===== src/rtl/ucsbece154b_perf_monitor_if.sv =====
// Bus between the pipeline and the performance monitor: event inputs, snapshot/read control,
// and the shadow/status read-back.
interface ucsbece154b_perf_monitor_if #(
    parameter int unsigned WIDTH = 32
);
    logic             enable_i;
    logic             clear_i;
    logic             stall_f_i;
    logic             resolve_e_i;
    logic             is_branch_e_i;
    logic             is_jump_e_i;
    logic             pred_taken_e_i;
    logic             actual_taken_e_i;
    logic             snapshot_i;
    logic [2:0]       rd_sel_i;
    logic [WIDTH-1:0] rd_data_o;
    logic [5:0]       overflow_o;
    logic             snap_valid_o;

    modport master (
        output enable_i, clear_i, stall_f_i, resolve_e_i, is_branch_e_i, is_jump_e_i,
               pred_taken_e_i, actual_taken_e_i, snapshot_i, rd_sel_i,
        input  rd_data_o, overflow_o, snap_valid_o
    );

    modport slave (
        input  enable_i, clear_i, stall_f_i, resolve_e_i, is_branch_e_i, is_jump_e_i,
               pred_taken_e_i, actual_taken_e_i, snapshot_i, rd_sel_i,
        output rd_data_o, overflow_o, snap_valid_o
    );
endinterface


===== src/rtl/ucsbece154b_perf_monitor.sv =====
// Six pipeline event counters (cycles, instructions, branches, branch mispredicts, jumps,
// jump mispredicts) with sticky overflow flags and a snapshot shadow bank for read-back.
module ucsbece154b_perf_monitor #(
    parameter int unsigned WIDTH    = 32,
    parameter bit          SATURATE = 1'b1
) (
    input logic                    clk,
    input logic                    reset,
    ucsbece154b_perf_monitor_if.slave bus
);
    localparam logic [WIDTH-1:0] Ones = '1;
    localparam logic [WIDTH-1:0] One  = WIDTH'(1);

    logic [WIDTH-1:0] cnt_q    [6];
    logic [WIDTH-1:0] cnt_d    [6];
    logic [WIDTH-1:0] shadow_q [6];
    logic [5:0]       ovf_q, ovf_d;
    logic [5:0]       inc;
    logic             snap_valid_q;
    logic [WIDTH-1:0] status;

    // Jump classification wins when both type flags are set.
    always_comb begin
        inc = '0;
        if (bus.enable_i) begin
            inc[0] = 1'b1;
            inc[1] = !bus.stall_f_i;
            if (bus.resolve_e_i) begin
                if (bus.is_jump_e_i) begin
                    inc[4] = 1'b1;
                    inc[5] = bus.pred_taken_e_i != bus.actual_taken_e_i;
                end else if (bus.is_branch_e_i) begin
                    inc[2] = 1'b1;
                    inc[3] = bus.pred_taken_e_i != bus.actual_taken_e_i;
                end
            end
        end
    end

    always_comb begin
        ovf_d = ovf_q;
        for (int i = 0; i < 6; i++) begin
            cnt_d[i] = cnt_q[i];
            if (bus.clear_i) begin
                cnt_d[i] = '0;
            end else if (inc[i]) begin
                if (cnt_q[i] == Ones) begin
                    ovf_d[i] = 1'b1;
                    cnt_d[i] = SATURATE ? Ones : '0;
                end else begin
                    cnt_d[i] = cnt_q[i] + One;
                end
            end
        end
        if (bus.clear_i) ovf_d = '0;
    end

    // Shadows take the pre-edge live values, so a same-cycle clear is not seen.
    always_ff @(posedge clk or posedge reset) begin
        if (reset) begin
            for (int i = 0; i < 6; i++) begin
                cnt_q[i]    <= '0;
                shadow_q[i] <= '0;
            end
            ovf_q        <= '0;
            snap_valid_q <= 1'b0;
        end else begin
            for (int i = 0; i < 6; i++) begin
                cnt_q[i] <= cnt_d[i];
                if (bus.snapshot_i) shadow_q[i] <= cnt_q[i];
            end
            ovf_q <= ovf_d;
            if (bus.snapshot_i) snap_valid_q <= 1'b1;
        end
    end

    always_comb begin
        status      = '0;
        status[6:0] = {snap_valid_q, ovf_q};
        unique case (bus.rd_sel_i)
            3'd0:    bus.rd_data_o = shadow_q[0];
            3'd1:    bus.rd_data_o = shadow_q[1];
            3'd2:    bus.rd_data_o = shadow_q[2];
            3'd3:    bus.rd_data_o = shadow_q[3];
            3'd4:    bus.rd_data_o = shadow_q[4];
            3'd5:    bus.rd_data_o = shadow_q[5];
            3'd6:    bus.rd_data_o = status;
            default: bus.rd_data_o = '0;
        endcase
    end

    assign bus.overflow_o   = ovf_q;
    assign bus.snap_valid_o = snap_valid_q;
endmodule


===== src/flat_wrapper.sv =====
// flat-port wrapper written by rule: the top's interface ports become plain ports
module ucsbece154b_perf_monitor_flat 
#(
    parameter int unsigned WIDTH    = 32,
    parameter bit          SATURATE = 1'b1
)
  (clk, reset, bus_enable_i, bus_clear_i, bus_stall_f_i, bus_resolve_e_i, bus_is_branch_e_i, bus_is_jump_e_i, bus_pred_taken_e_i, bus_actual_taken_e_i, bus_snapshot_i, bus_rd_sel_i, bus_rd_data_o, bus_overflow_o, bus_snap_valid_o);
  ucsbece154b_perf_monitor_if #(.WIDTH(WIDTH)) bus_i ();
  input logic clk;
  input logic reset;
  input wire logic [$bits(bus_i.enable_i)-1:0] bus_enable_i;
  input wire logic [$bits(bus_i.clear_i)-1:0] bus_clear_i;
  input wire logic [$bits(bus_i.stall_f_i)-1:0] bus_stall_f_i;
  input wire logic [$bits(bus_i.resolve_e_i)-1:0] bus_resolve_e_i;
  input wire logic [$bits(bus_i.is_branch_e_i)-1:0] bus_is_branch_e_i;
  input wire logic [$bits(bus_i.is_jump_e_i)-1:0] bus_is_jump_e_i;
  input wire logic [$bits(bus_i.pred_taken_e_i)-1:0] bus_pred_taken_e_i;
  input wire logic [$bits(bus_i.actual_taken_e_i)-1:0] bus_actual_taken_e_i;
  input wire logic [$bits(bus_i.snapshot_i)-1:0] bus_snapshot_i;
  input wire logic [$bits(bus_i.rd_sel_i)-1:0] bus_rd_sel_i;
  output wire logic [$bits(bus_i.rd_data_o)-1:0] bus_rd_data_o;
  output wire logic [$bits(bus_i.overflow_o)-1:0] bus_overflow_o;
  output wire logic [$bits(bus_i.snap_valid_o)-1:0] bus_snap_valid_o;
  assign bus_i.enable_i = bus_enable_i;
  assign bus_i.clear_i = bus_clear_i;
  assign bus_i.stall_f_i = bus_stall_f_i;
  assign bus_i.resolve_e_i = bus_resolve_e_i;
  assign bus_i.is_branch_e_i = bus_is_branch_e_i;
  assign bus_i.is_jump_e_i = bus_is_jump_e_i;
  assign bus_i.pred_taken_e_i = bus_pred_taken_e_i;
  assign bus_i.actual_taken_e_i = bus_actual_taken_e_i;
  assign bus_i.snapshot_i = bus_snapshot_i;
  assign bus_i.rd_sel_i = bus_rd_sel_i;
  assign bus_rd_data_o = bus_i.rd_data_o;
  assign bus_overflow_o = bus_i.overflow_o;
  assign bus_snap_valid_o = bus_i.snap_valid_o;
  ucsbece154b_perf_monitor #(.WIDTH(WIDTH), .SATURATE(SATURATE)) u_core (.clk(clk), .reset(reset), .bus(bus_i));
endmodule

===== config.mk =====
export PLATFORM = sky130hd
export DESIGN_NAME = ucsbece154b_perf_monitor_flat
export DESIGN_NICKNAME = d
export VERILOG_FILES = /design/src/rtl/ucsbece154b_perf_monitor_if.sv /design/src/rtl/ucsbece154b_perf_monitor.sv /design/src/flat_wrapper.sv
export SDC_FILE = /design/constraint.sdc
export NUM_CORES = 1
export LEC_CHECK = 0
export ABC_AREA = 1
export BUFFER_PORTS_ARGS = -buffer_cell sky130_fd_sc_hd__buf_2
export CORE_ASPECT_RATIO = 1.5
export CORE_MARGIN = 8
export CORE_UTILIZATION = 45
export DETAILED_ROUTE_END_ITERATION = 8
export SLEW_MARGIN = 25
export SYNTH_ARGS = -nofsm -noshare
export SYNTH_HDL_FRONTEND = slang
export SYNTH_SLANG_ARGS = --single-unit

===== constraint.sdc =====
create_clock -name clk -period 28 [get_ports clk]
set_input_delay 2.8 -clock clk [delete_from_list [all_inputs] [get_ports clk]]
set_output_delay 2.8 -clock clk [all_outputs]
set_load 0.02 [all_outputs]

Word level (Yosys, flattened, before mapping)
Cells that the tools add are included.
{"block": "classes", "multipliers": 0, "bitwise": 0, "div_mod_pow": 0, "order_cmp": 0, "eq_ne": 13, "n_addsub": 6, "reduce_logical": 20, "shift": 0, "muxes": 37}
{"operator": "2-to-1 mux 32 bit", "count": 18}
{"operator": "one-hot mux 32 bit (7 select lines)", "count": 1}
{"operator": "adder 32 x 1 -> 32 bit (second input constant)", "count": 6}
{"operator": "== test 32 bit (second input constant)", "count": 6}
{"operator": "nonzero test 2 bit", "count": 12}
{"operator": "2-to-1 mux 1 bit", "count": 12}
{"operator": "2-to-1 mux 6 bit", "count": 2}
{"operator": "AND reduction 2 bit", "count": 6}
{"operator": "== test 3 bit (second input constant)", "count": 3}
{"operator": "== test 3 x 2 -> 1 bit (second input constant)", "count": 2}
{"operator": "2-to-1 mux 2 bit", "count": 3}
{"operator": "2-to-1 mux 4 bit", "count": 1}
{"operator": "== test 3 x 1 -> 1 bit (second input constant)", "count": 1}
{"operator": "logical NOT 3 bit", "count": 1}
{"operator": "logical NOT 1 bit", "count": 1}
{"operator": "inequality test 1 bit", "count": 1}
{"block": "totals", "latchBits": 0, "register_bits": 391, "mem_bits_rw": 0, "mem_bits_ro": 0, "in_bits": 14, "n_memories": 0, "out_inout_bits": 39, "elab_cells": 95}

Logic depth before layout (Yosys ltp)
Gate-level depths: netlist of the first run.
{"block": "logic_depth", "ltp_word": 7, "ltp_mapped": 11}

Worst setup path after synthesis of the first run
No wires, ideal clock.
{"block": "synth_timing", "kind": "input to output", "from": "input bus_rd_sel_i[1]", "to": "output bus_rd_data_o[14]", "n_path_buf": 1, "arrival_ns": 3.722, "cell_stages": 6, "setup_slack_ns": 21.478, "required_ns": 25.200, "path_cell_list": "inv_1 nand3_1 clkinv_1 clkbuf_1 nand2_1 nand4_1"}
{"block": "synth_via", "elab_chain_len": 2, "elab_cells_between_ends": 8, "classes_between": "6 x eq/ne; 1 x mux; 1 x reduce/logical"}
{"item": "from (decl)", "line": "flat_wrapper.sv:20", "text": "input wire logic [$bits(bus_i.rd_sel_i)-1:0] bus_rd_sel_i;"}
{"item": "== test 3 bit (tied with other cells)", "line": "ucsbece154b_perf_monitor.sv:80", "text": "unique case (bus.rd_sel_i)"}
{"item": "one-hot mux 32 bit (7 select lines) *", "line": "ucsbece154b_perf_monitor.sv:80"}
{"item": "to (decl)", "line": "flat_wrapper.sv:21", "text": "output wire logic [$bits(bus_i.rd_data_o)-1:0] bus_rd_data_o;"}
Mark *: on every way between the ends. The rest lies on a longest branch, timed or not.

Final worst setup path of the first run
{"block": "layout_timing", "from": "input bus_rd_sel_i[1]", "to": "output bus_rd_data_o[27]"}
The elaborated chain is that of the path after synthesis.

==> results.tsv, run 1 <==
stage	metric	value	unit
clocking	CTS tree	done	
worst_setup_path	CP Capture Type	output port	
timing	worst setup margin	19.78	ns
worst_setup_path	slowest cell delay on critical path	0.76	ns
placed_design	gpl congestion	0.988	
route	highest metal layer with signal wires	met5	
min_path	min-delay worst type	flop to flop	
timing	worst rel slew slack	0.377	
pwr	PD cells	49.9	mW/mm^2
floorplan	starting density of the core	0.453	
clocking	Resize count post-CTS	0	
clocking	Root Buffer	clkbuf_16	
finish	nets	3093	
route	metal2 WL	35.9	mm
yosys	mux share of post-synthesis cell area	0	
yosys	Synth Area in Simple Gates	0.364	
clocking	H-Tree Depth	2	
pwr	Final Power	1.20	mW
floorplan	I/O pins	53	
clocking	CTS Buffer Depth	3	
clocking	clk_lat worst skew	0.56	ns
worst_setup_path	flop2flop setup slack	25.43	ns
yosys	largest cells by area after synthesis	dfrtp_1, nand2_1, nand3_1	
timing	RSZ-0062 raised after global routing	false	
route	1st-pass router iterations	7	
floorplan	area of the core	0.0484	sq mm
finish	Area growth, synth to finish	9.47	%
pwr	maximum vdd drop	35.6	uV
route	vias	20236	
yosys	Post-synth EDFFs	0	
finish	fill count	4872	
yosys	main combinational cell family by area after synthesis	simple AND/OR/NAND/NOR gates	
yosys	post-synthesis compound-gate area fraction	0.0945	
route	met3 wire len	4.04	mm
timing	Final setup viols	0	
yosys	share of the synthesized area in the top cell type	0.446	
pwr	switch share	0.241	
yosys	Syn Area/Cell	7.14	sq um
clocking	TritonCTS Sinks	391	
global_route	GRT Total Usage	0.265	
yosys	Syn Inst Count	3071	
clocking	Reg clk slew, reported paths	0.06	ns
worst_setup_path	RR Startpoint	u_core.cnt_q[161]	
timing	Hold Vio Cnt, Final	0	
route	DR WL/cell	19.8	um
route	vias per cell	5.38	
clocking	buffers inserted during post-CTS setup optimization	0	
yosys	Adder-Cell Fraction of Synth Area	0.00343	
timing	FMAX	122	MHz
finish	post-layout util	0.495	
yosys	#FFs+latches synth	391	
global_route	largest net degree at the start of global routing	147	
finish	layout cells sized above 1	0.0835	
worst_setup_path	R2R cell count	9	
global_route	GRT Residual Overflow	0	
yosys	Syn Std Cell Area	0.0219	sq mm
global_route	global-route wire length before repair	116	mm
route	Routed Antenna Nets	0	
global_route	initial antenna violation count	4	
worst_setup_path	WP buf/inv	4	
yosys	Post-Synth XOR/XNOR Area	0.0123	
worst_setup_path	crit path kind	input port to output port	
pwr	P_sw	289	uW
placed_design	post-place setup slack	19.98	ns
placed_design	Port Buffers	52	
min_path	HP Start	u_core.shadow_q[139]	
floorplan	die span in y	286	um
worst_setup_path	Worst R2R End	u_core.bus.overflow_o[0]	
pwr	Int Power	909	uW
timing	Final Skew	0.0142	ns
finish	commonest non-fill, non-tap cell in the layout	nand2_1	
timing	total negative slack	0	ns
yosys	Seq/Total Area, Yosys	0.446	
min_path	hold endpoint	u_core.shadow_q[139]	
placed_design	DP HPWL	55.0	mm
worst_setup_path	Max FO, Critical Path	17	
worst_setup_path	Critical Path AT	5.42	ns
worst_setup_path	Slowest cell on crit path	a221oi_1	
yosys	Yosys cell types	50	
flow_run	Max Cap Viol	0	
floorplan	FP Rows	99	
clocking	CTS Buf Count	42	
worst_setup_path	CP Launch Type	input port	
pwr	Reg power frac	0.480	
global_route	vias in the first global route	19507	
yosys	Ys Warns	0	
worst_setup_path	Required @ worst endpoint	25.20	ns
floorplan	Die X	196	um
pwr	Clock Power Share	0.475	
worst_setup_path	Most Frequent Cell on Critical Path	buf_2	
finish	commonest non-fill, non-tap cells in the layout	nand2_1, dfrtp_1, inv_1	
route	wl on met1	29.9	mm
route	drt total wl	74.4	mm
outcome	status	finished clean	
yosys	main flop type after synthesis	dfrtp_1	
timing	fin crit share	0.293	
floorplan	DIE AREA	0.0562	sq mm
min_path	worst hold stages	2	
timing	Worst Tran Pin Value	0.932	ns
pwr	Lkg Pwr	11.3	nW
timing	fin crit period	8.22	ns
route	Initial DRC Count	1752	
timing	Slew Limit Fails	0	
worst_setup_path	CP delay by family, top	buffers and inverters	
yosys	Async S/R FF share, synth	1.00	
worst_setup_path	crit-path cells	buf_2, inv_1, nand3_1, clkinv_1, a221oi_1, nand2_1, buf_2	
yosys	Yosys top cell by area	dfrtp_1	
clocking	Hold-fix buffers, CTS	0	
pwr	Logic pwr share	0.045	
route	# DRC	0	
yosys	Net Count, Synth	3091	
[how the worst max path moves through the flow]
stage	start	endpoint	slack, ns	depth (start not counted)
global placement	bus_rd_sel_i[1]	bus_rd_data_o[27]	20.11	7
finish	bus_rd_sel_i[1]	bus_rd_data_o[27]	19.78	7
detailed placement	bus_rd_sel_i[1]	bus_rd_data_o[27]	19.98	7
global route	bus_rd_sel_i[1]	bus_rd_data_o[27]	19.70	7
floorplan	reset	u_core.bus.overflow_o[0]	14.33	1
CTS	bus_rd_sel_i[1]	bus_rd_data_o[27]	19.98	7
[registers in the layout, summed over array words and instances, names as in the netlist]
| signal | count |
|---|---|
| u_core.cnt_q | 192 |
| u_core.bus.snap_valid_o | 1 |
| u_core.bus.overflow_o | 6 |
| u_core.shadow_q | 192 |
[cells in the mapped netlist (2+ instances only)]
cell type  instances
nand3_2           43
clkinv_1           5
clkbuf_1          57
inv_1            309
a22oi_1            2
a221oi_1           7
nand2_1         1165
nor2_8             2
nand2_4            2
buf_8              2
o211ai_1          31
nand4_1           24
o211ai_2           2
nand2_2           15
o21bai_1           6
nand3b_1          26
o22ai_1           50
a21oi_1           51
o31ai_1            3
nand4_2            2
xor2_1            17
nand3_1          233
nor2_1           284
xnor2_1           10
inv_2              9
o21ai_0          204
nor2_4            17
ha_1               6
or2_2              4
nor3_1             9
o21ai_2            5
buf_6              6
buf_4              3
buf_1             10
nor2_2            20
dfrtp_1          391
buf_2             26
[metal layers]
metal  GRT usage  up-vias
met5           0        -
met4       0.141        2
met3      0.0381      176
met2       0.452      628
met1       0.323     9684
li1            -     9746
[cell families after synthesis]
group / count (synthesis)
flops: 391
buf+inv: 430
xor+xnor: 29
simple gates: 1849
fa+ha+maj: 6
compound gates: 366
[metrics by stage]
| step | hold WS, ns | area (sq um) | std cells |
|---|---|---|---|
| floorplan | 0.442 | 21900 | 3071 |
| global placement | 0.462 | 22600 | 3685 |
| detailed placement | 0.463 | 22600 | 3685 |
| CTS | 0.477 | 24000 | 3758 |
| global route | 0.503 | 24000 | 3759 |
| finish | 0.479 | 24000 | 3761 |
[power groups by stage]
| stage | Clock, mW | Sequential [mW] | Combinational [mW] |
|---|---|---|---|
| final | 0.569 | 0.575 | 0.0543 |
| after global routing | 0.598 | 0.575 | 0.0606 |
| after CTS | 0.578 | 0.575 | 0.0550 |
| after detailed placement | 0 | 0.585 | 0.0548 |
| after global placement | 0 | 0.585 | 0.0535 |
| after floorplan | 0 | 0.584 | 0.0373 |
[cell type report]
type | instances | area [sq um] | area share
antenna | 3 | 7.51 | 0.000313
sequential | 391 | 9780 | 0.408
tap | 656 | 821 | 0.0342
inverter | 326 | 1240 | 0.0518
clock buffer | 60 | 1220 | 0.0508
multi-input combinational | 2250 | 10400 | 0.434
timing repair buffer | 62 | 358 | 0.0149
clock inverter | 13 | 151 | 0.00631
[worst min-delay path: stages, from the launching register on]
cell     delay (ns)
dfrtp_1        0.35
nand2_1        0.05
nand2_1        0.05
Note: power is estimated with default switching activity, not from simulation.
==> run 2: changes to the inputs <==
==> constraint.sdc (replaced) <==
create_clock -name clk -period 7.2 [get_ports clk]
set_input_delay 0.72 -clock clk [delete_from_list [all_inputs] [get_ports clk]]
set_output_delay 0.72 -clock clk [all_outputs]
set_load 0.02 [all_outputs]
==> run 2 against run 1 <==
Effect of this change:
- first-iteration DRC count shrank 0.29%
- combinational power grew to 3.9 times the previous value
- sequential power grew to 3.9 times the previous value
- design area grew 0.32%
- clock power grew to 4.0 times the previous value
- global-route usage shrank 0.31 points
- flip-flop and latch count is the same
- register-to-register slack lost 21 ns
- hold slack lost 0.15 ns
- count of clock-buffer cells in the layout grew 1
- sequential share of layout area shrank 0.13 points
- cell count is essentially flat
- critical path type unchanged
- largest cell class unchanged
- largest power group is now clock
==> results.tsv, run 2 (synthesis results as in run 1) <==
stage	metric	value	unit	change
outcome	status	finished clean		
floorplan	area of the core	0.0484	sq mm	unchanged
clocking	CTS Buffer Depth	3		unchanged
clocking	clk_lat worst skew	0.55	ns	about the same
pwr	maximum vdd drop	144	uV	+300%
worst_setup_path	Slowest cell on crit path	a221oi_1		
flow_run	Max Cap Viol	0		unchanged
floorplan	I/O pins	53		unchanged
finish	nets	3095		+0.065%
clocking	H-Tree Depth	2		unchanged
floorplan	DIE AREA	0.0562	sq mm	unchanged
route	metal2 WL	35.9	mm	+0.13%
timing	FMAX	242	MHz	
worst_setup_path	Max FO, Critical Path	23		+6
timing	Final Skew	0.0175	ns	+0.00325 ns
worst_setup_path	Critical Path AT	3.41	ns	-2.01 ns
timing	total negative slack	0	ns	unchanged
min_path	min-delay worst type	input port to asynchronous set/reset pin		
clocking	CTS tree	done		
placed_design	gpl congestion	0.944		-4.5%
pwr	Lkg Pwr	11.4	nW	+0.38%
finish	commonest non-fill, non-tap cells in the layout	nand2_1, dfrtp_1, inv_1		
route	wl on met1	29.3	mm	-2.1%
placed_design	Post-Place Cell Area	0.0226	sq mm	about the same
route	Routed Antenna Nets	0		unchanged
route	met3 wire len	3.71	mm	-8.4%
timing	Final setup viols	0		unchanged
timing	worst rel slew slack	0.323		-0.0539
route	vias	20301		+0.32%
worst_setup_path	slowest cell delay on critical path	0.73	ns	-0.03 ns
global_route	GRT Residual Overflow	0		unchanged
clocking	TritonCTS Sinks	391		unchanged
clocking	Resize count post-CTS	0		unchanged
clocking	Reg clk slew, reported paths	0.06	ns	about the same
route	DR WL/cell	19.5	um	-1.2%
pwr	PD cells	197	mW/mm^2	+290%
worst_setup_path	crit-path cells	buf_2, inv_1, nand3_1, clkinv_1, a221oi_1, nand2_1, buf_2		
route	# DRC	0		unchanged
finish	fill count	4824		-0.99%
floorplan	Die X	196	um	unchanged
worst_setup_path	WP buf/inv	4		unchanged
route	1st-pass router iterations	6		-1
finish	Area growth, synth to finish	9.82	%	
timing	RSZ-0062 raised after global routing	false		
timing	Worst Tran Pin Value	1.01	ns	+0.0806 ns
clocking	Root Buffer	clkbuf_16		
floorplan	FP Rows	99		unchanged
route	highest metal layer with signal wires	met5		
placed_design	placed cells	3687		+0.054%
floorplan	starting density of the core	0.453		unchanged
floorplan	die span in y	286	um	unchanged
global_route	initial antenna violation count	2		-2
clocking	Hold-fix buffers, CTS	0		unchanged
placed_design	DP HPWL	54.5	mm	-0.96%
worst_setup_path	CP delay by family, top	buffers and inverters		
global_route	global-route wire length before repair	115	mm	-1.3%
global_route	GRT Total Usage	0.262		-0.00314
worst_setup_path	CP Capture Type	output port		
route	drt total wl	73.5	mm	-1.1%
global_route	vias in the first global route	19521		+0.072%
clocking	CTS Buf Count	42		unchanged
timing	fin crit share	0.573		
timing	fin crit period	4.13	ns	
finish	Finished Cell Area	0.0241	sq mm	+0.32%
finish	layout cells sized above 1	0.0853		+0.00182
worst_setup_path	crit path kind	input port to output port		
finish	post-layout util	0.497		+0.00160
worst_setup_path	Most Frequent Cell on Critical Path	buf_2		
global_route	largest net degree at the start of global routing	139		-5.4%
worst_setup_path	Required @ worst endpoint	6.48	ns	-18.72 ns
route	vias per cell	5.39		+0.27%
finish	post-route insts no fill	3763		+0.053%
clocking	buffers inserted during post-CTS setup optimization	0		unchanged
finish	commonest non-fill, non-tap cell in the layout	nand2_1		
timing	Slew Limit Fails	0		unchanged
timing	Hold Vio Cnt, Final	0		unchanged
placed_design	Port Buffers	52		unchanged
worst_setup_path	CP Launch Type	input port		
route	Initial DRC Count	1747		-0.29%
[run 2: cell count changes in the layout (fill, tap and decap cells not counted)]
cell	before	now
buf_4	8	11
buf_6	2	1
bufinv_16	3	4
clkbuf_1	9	6
clkbuf_8	8	12
clkinv_2	7	6
clkinv_4	0	1
clkinvlp_4	3	4
diode_2	3	1
inv_8	1	0
nor2_1	282	283
nor2_2	21	20
[run 2: report_power, final]
group / total (mW) / internal [mW] / switching, mW
sequential: 2.24 / 2.22 / 0.0193
clock: 2.29 / 1.36 / 0.929
combinational: 0.212 / 0.0350 / 0.177
total: 4.74 / 3.61 / 1.13
[run 2: final timing paths]
kind / startpoint / end / slack [ns] / cells after the start
setup reg to reg: u_core.cnt_q[161] / u_core.bus.overflow_o[0] / 4.56 / 9
hold / removal: reset / u_core.cnt_q[57] / 0.33 / 2
min in group clk: u_core.shadow_q[141] / u_core.shadow_q[141] / 0.48 / 2
setup / recovery: bus_rd_sel_i[2] / bus_rd_data_o[27] / 3.07 / 7
hold reg to reg: u_core.shadow_q[141] / u_core.shadow_q[141] / 0.48 / 2
max in group asynchronous: reset / u_core.cnt_q[144] / 5.50 / 3
[run 2: final cells by class]
cell class | count | area [sq um] | share of cell area
clock buffer | 61 | 1260 | 0.0525
inverter | 326 | 1240 | 0.0515
tap | 656 | 821 | 0.0341
antenna | 1 | 2.50 | 0.000104
sequential | 391 | 9780 | 0.406
timing repair buffer | 64 | 369 | 0.0153
multi-input combinational | 2250 | 10400 | 0.432
clock inverter | 14 | 185 | 0.00769
[run 2: metrics by stage]
stage          power [mW]  setup slack, ns  hold slack [ns]
6_report             4.74             3.07            0.329
5_1_grt              4.89             2.99            0.377
4_1_cts              4.78             3.19            0.356
3_5_place_dp         2.49             3.18            0.468
3_3_place_gp         2.49             3.27            0.460
2_1_floorplan        2.42             1.22            0.442
[run 2: per-layer routing]
metal	track usage	vias up
met5	0	-
li1	-	9760
met3	0.0292	176
met4	0.144	2
met1	0.320	9723
met2	0.449	640
==> run 3: changes to the inputs <==
==> constraint.sdc (replaced) <==
create_clock -name clk -period 3.94 [get_ports clk]
set_input_delay 0.394 -clock clk [delete_from_list [all_inputs] [get_ports clk]]
set_output_delay 0.394 -clock clk [all_outputs]
set_load 0.02 [all_outputs]
==> run 3 against run 2 <==
Effect of this change:
- cell count rose by 0.24%
- design area rose by 0.42%
- core utilization rose by 0.21 points
- hold slack got worse by 0.15 ns
- critical path depth did not move
- largest cell class unchanged
- sequential share of layout area fell by 0.17 points
- critical endpoint is now bus_rd_data_o[31]
- highest routed layer is now met4
==> results.tsv, run 3 (synthesis results as in run 1) <==
stage	metric	value	unit	change
floorplan	FP Rows	99		unchanged
global_route	GRT Residual Overflow	0		unchanged
floorplan	DIE AREA	0.0562	sq mm	unchanged
clocking	Resize count post-CTS	0		unchanged
placed_design	gpl congestion	0.989		+4.7%
global_route	initial antenna violation count	3		+1
global_route	GRT Total Usage	0.257		-0.00517
route	drt total wl	72.8	mm	-0.92%
flow_run	Max Cap Viol	0		unchanged
clocking	Root Buffer	clkbuf_16		
route	vias	20275		-0.13%
placed_design	DP HPWL	54.0	mm	-0.76%
timing	total negative slack	0	ns	unchanged
route	vias per cell	5.38		-0.37%
placed_design	Post-Place Cell Area	0.0227	sq mm	+0.51%
clocking	Hold-fix buffers, CTS	1		+1
worst_setup_path	Required @ worst endpoint	3.55	ns	-2.93 ns
pwr	Reg power frac	0.473		about the same
finish	Area growth, synth to finish	10.3	%	
worst_setup_path	slowest cell delay on critical path	0.84	ns	+0.11 ns
finish	layout cells sized above 1	0.0880		+0.00270
global_route	largest net degree at the start of global routing	239		+72%
finish	commonest non-fill, non-tap cells in the layout	nand2_1, dfrtp_1, inv_1		
worst_setup_path	CP Capture Type	output port		
pwr	Logic pwr share	0.047		+0.002
finish	post-layout util	0.499		+0.00207
finish	nets	3107		+0.39%
timing	hold slack final	0.179	ns	-0.150 ns
timing	FMAX	342	MHz	
clocking	buffers inserted during post-CTS setup optimization	0		unchanged
clocking	CTS Buf Count	42		unchanged
clocking	Reg clk slew, reported paths	0.06	ns	about the same
finish	FF+latch area	0.00978	sq mm	unchanged
worst_setup_path	Critical Path AT	2.53	ns	-0.88 ns
floorplan	die span in y	286	um	unchanged
worst_setup_path	Max FO, Critical Path	22		-4.3%
floorplan	area of the core	0.0484	sq mm	unchanged
finish	commonest non-fill, non-tap cell in the layout	nand2_1		
pwr	Final Power	8.63	mW	+82%
finish	fill count	4861		+0.77%
pwr	Int Power	6.55	mW	+81%
route	Routed Antenna Nets	0		unchanged
worst_setup_path	Slowest cell on crit path	a221oi_1		
worst_setup_path	crit path kind	input port to output port		
route	DR WL/cell	19.3	um	-1.2%
pwr	Clock Power Share	0.480		-0.003
placed_design	Port Buffers	52		unchanged
pwr	Lkg Pwr	11.4	nW	+0.53%
floorplan	starting density of the core	0.453		unchanged
clocking	CTS tree	done		
min_path	min-delay worst type	input port to flop		
floorplan	I/O pins	53		unchanged
clocking	CTS Buffer Depth	3		unchanged
timing	Hold Vio Cnt, Final	0		unchanged
outcome	status	finished clean		
timing	Final Skew	0.0288	ns	+0.0114 ns
timing	worst rel slew slack	0.259		-0.0640
timing	fin crit share	0.743		
route	# DRC	0		unchanged
worst_setup_path	CP Launch Type	input port		
clocking	TritonCTS Sinks	391		unchanged
timing	Worst Tran Pin Value	1.11	ns	+0.0989 ns
clocking	H-Tree Depth	2		unchanged
clocking	clk_lat worst skew	0.57	ns	+0.02 ns
timing	fin crit period	2.93	ns	
timing	RSZ-0062 raised after global routing	false		
timing	Slew Limit Fails	0		unchanged
route	Initial DRC Count	1666		-4.6%
global_route	vias in the first global route	19330		-0.98%
finish	Finished Cell Area	0.0242	sq mm	+0.42%
timing	Final setup viols	0		unchanged
floorplan	Die X	196	um	unchanged
pwr	P_sw	2.08	mW	+85%
pwr	switch share	0.241		+0.00371
route	1st-pass router iterations	5		-1
pwr	maximum vdd drop	331	uV	+130%
finish	area of the multi-input gates	0.0104	sq mm	about the same
global_route	global-route wire length before repair	113	mm	-1.3%
worst_setup_path	crit-path cells	buf_2, inv_1, nand2_1, inv_1, a221oi_1, nand2_1, buf_2		
pwr	PD cells	357	mW/mm^2	+81%
==> run 3: worst paths after layout <==
check / from / to / slack, ns / cells after the start
setup / recovery: bus_rd_sel_i[2] / bus_rd_data_o[31] / 1.01 / 7
max in group asynchronous: reset / u_core.cnt_q[11] / 2.42 / 4
setup reg to reg: u_core.cnt_q[161] / u_core.cnt_q[175] / 1.46 / 9
hold / removal: bus_snapshot_i / u_core.shadow_q[63] / 0.18 / 3
min in group asynchronous: reset / u_core.cnt_q[41] / 0.47 / 3
hold reg to reg: u_core.shadow_q[136] / u_core.shadow_q[136] / 0.48 / 2
==> run 3: layer usage <==
layer / part of all wire / global-route usage / vias up
met5: 0 / 0 / -
met4: 0.060 / 0.138 / 0
met3: 0.056 / 0.0375 / 172
met2: 0.49 / 0.439 / 632
met1: 0.40 / 0.310 / 9675
li1: - / - / 9796
==> run 3: per-stage QoR <==
step	setup WS (ns)	std cells
after CTS	1.21	3769
final	1.01	3772
after floorplan	-1.71	3071
after detailed placement	1.09	3698
after global routing	0.951	3770
after global placement	1.17	3698
==> run 3: cell type report <==
class,count,share of cell area
multi-input combinational,2250,0.430
timing repair buffer,76,0.0207
inverter,326,0.0512
clock inverter,15,0.00859
sequential,391,0.405
antenna,3,0.000311
tap,656,0.0340
clock buffer,55,0.0501
==> run 3: critical path: cells and delay by family <==
| kind | cells | cell delay, ns |
|---|---|---|
| simple gates | 2 | 0.47 |
| buf+inv | 4 | 0.83 |
| compound gates | 1 | 0.84 |
==> run 3: power groups by stage <==
| stage | combinational [mW] | sequential (mW) | clock [mW] |
|---|---|---|---|
| global placement | 0.401 | 4.16 | 0 |
| detailed placement | 0.406 | 4.16 | 0 |
| global route | 0.451 | 4.09 | 4.36 |
| CTS | 0.407 | 4.08 | 4.20 |
| finish | 0.402 | 4.09 | 4.14 |
| floorplan | 0.265 | 4.15 | 0 |
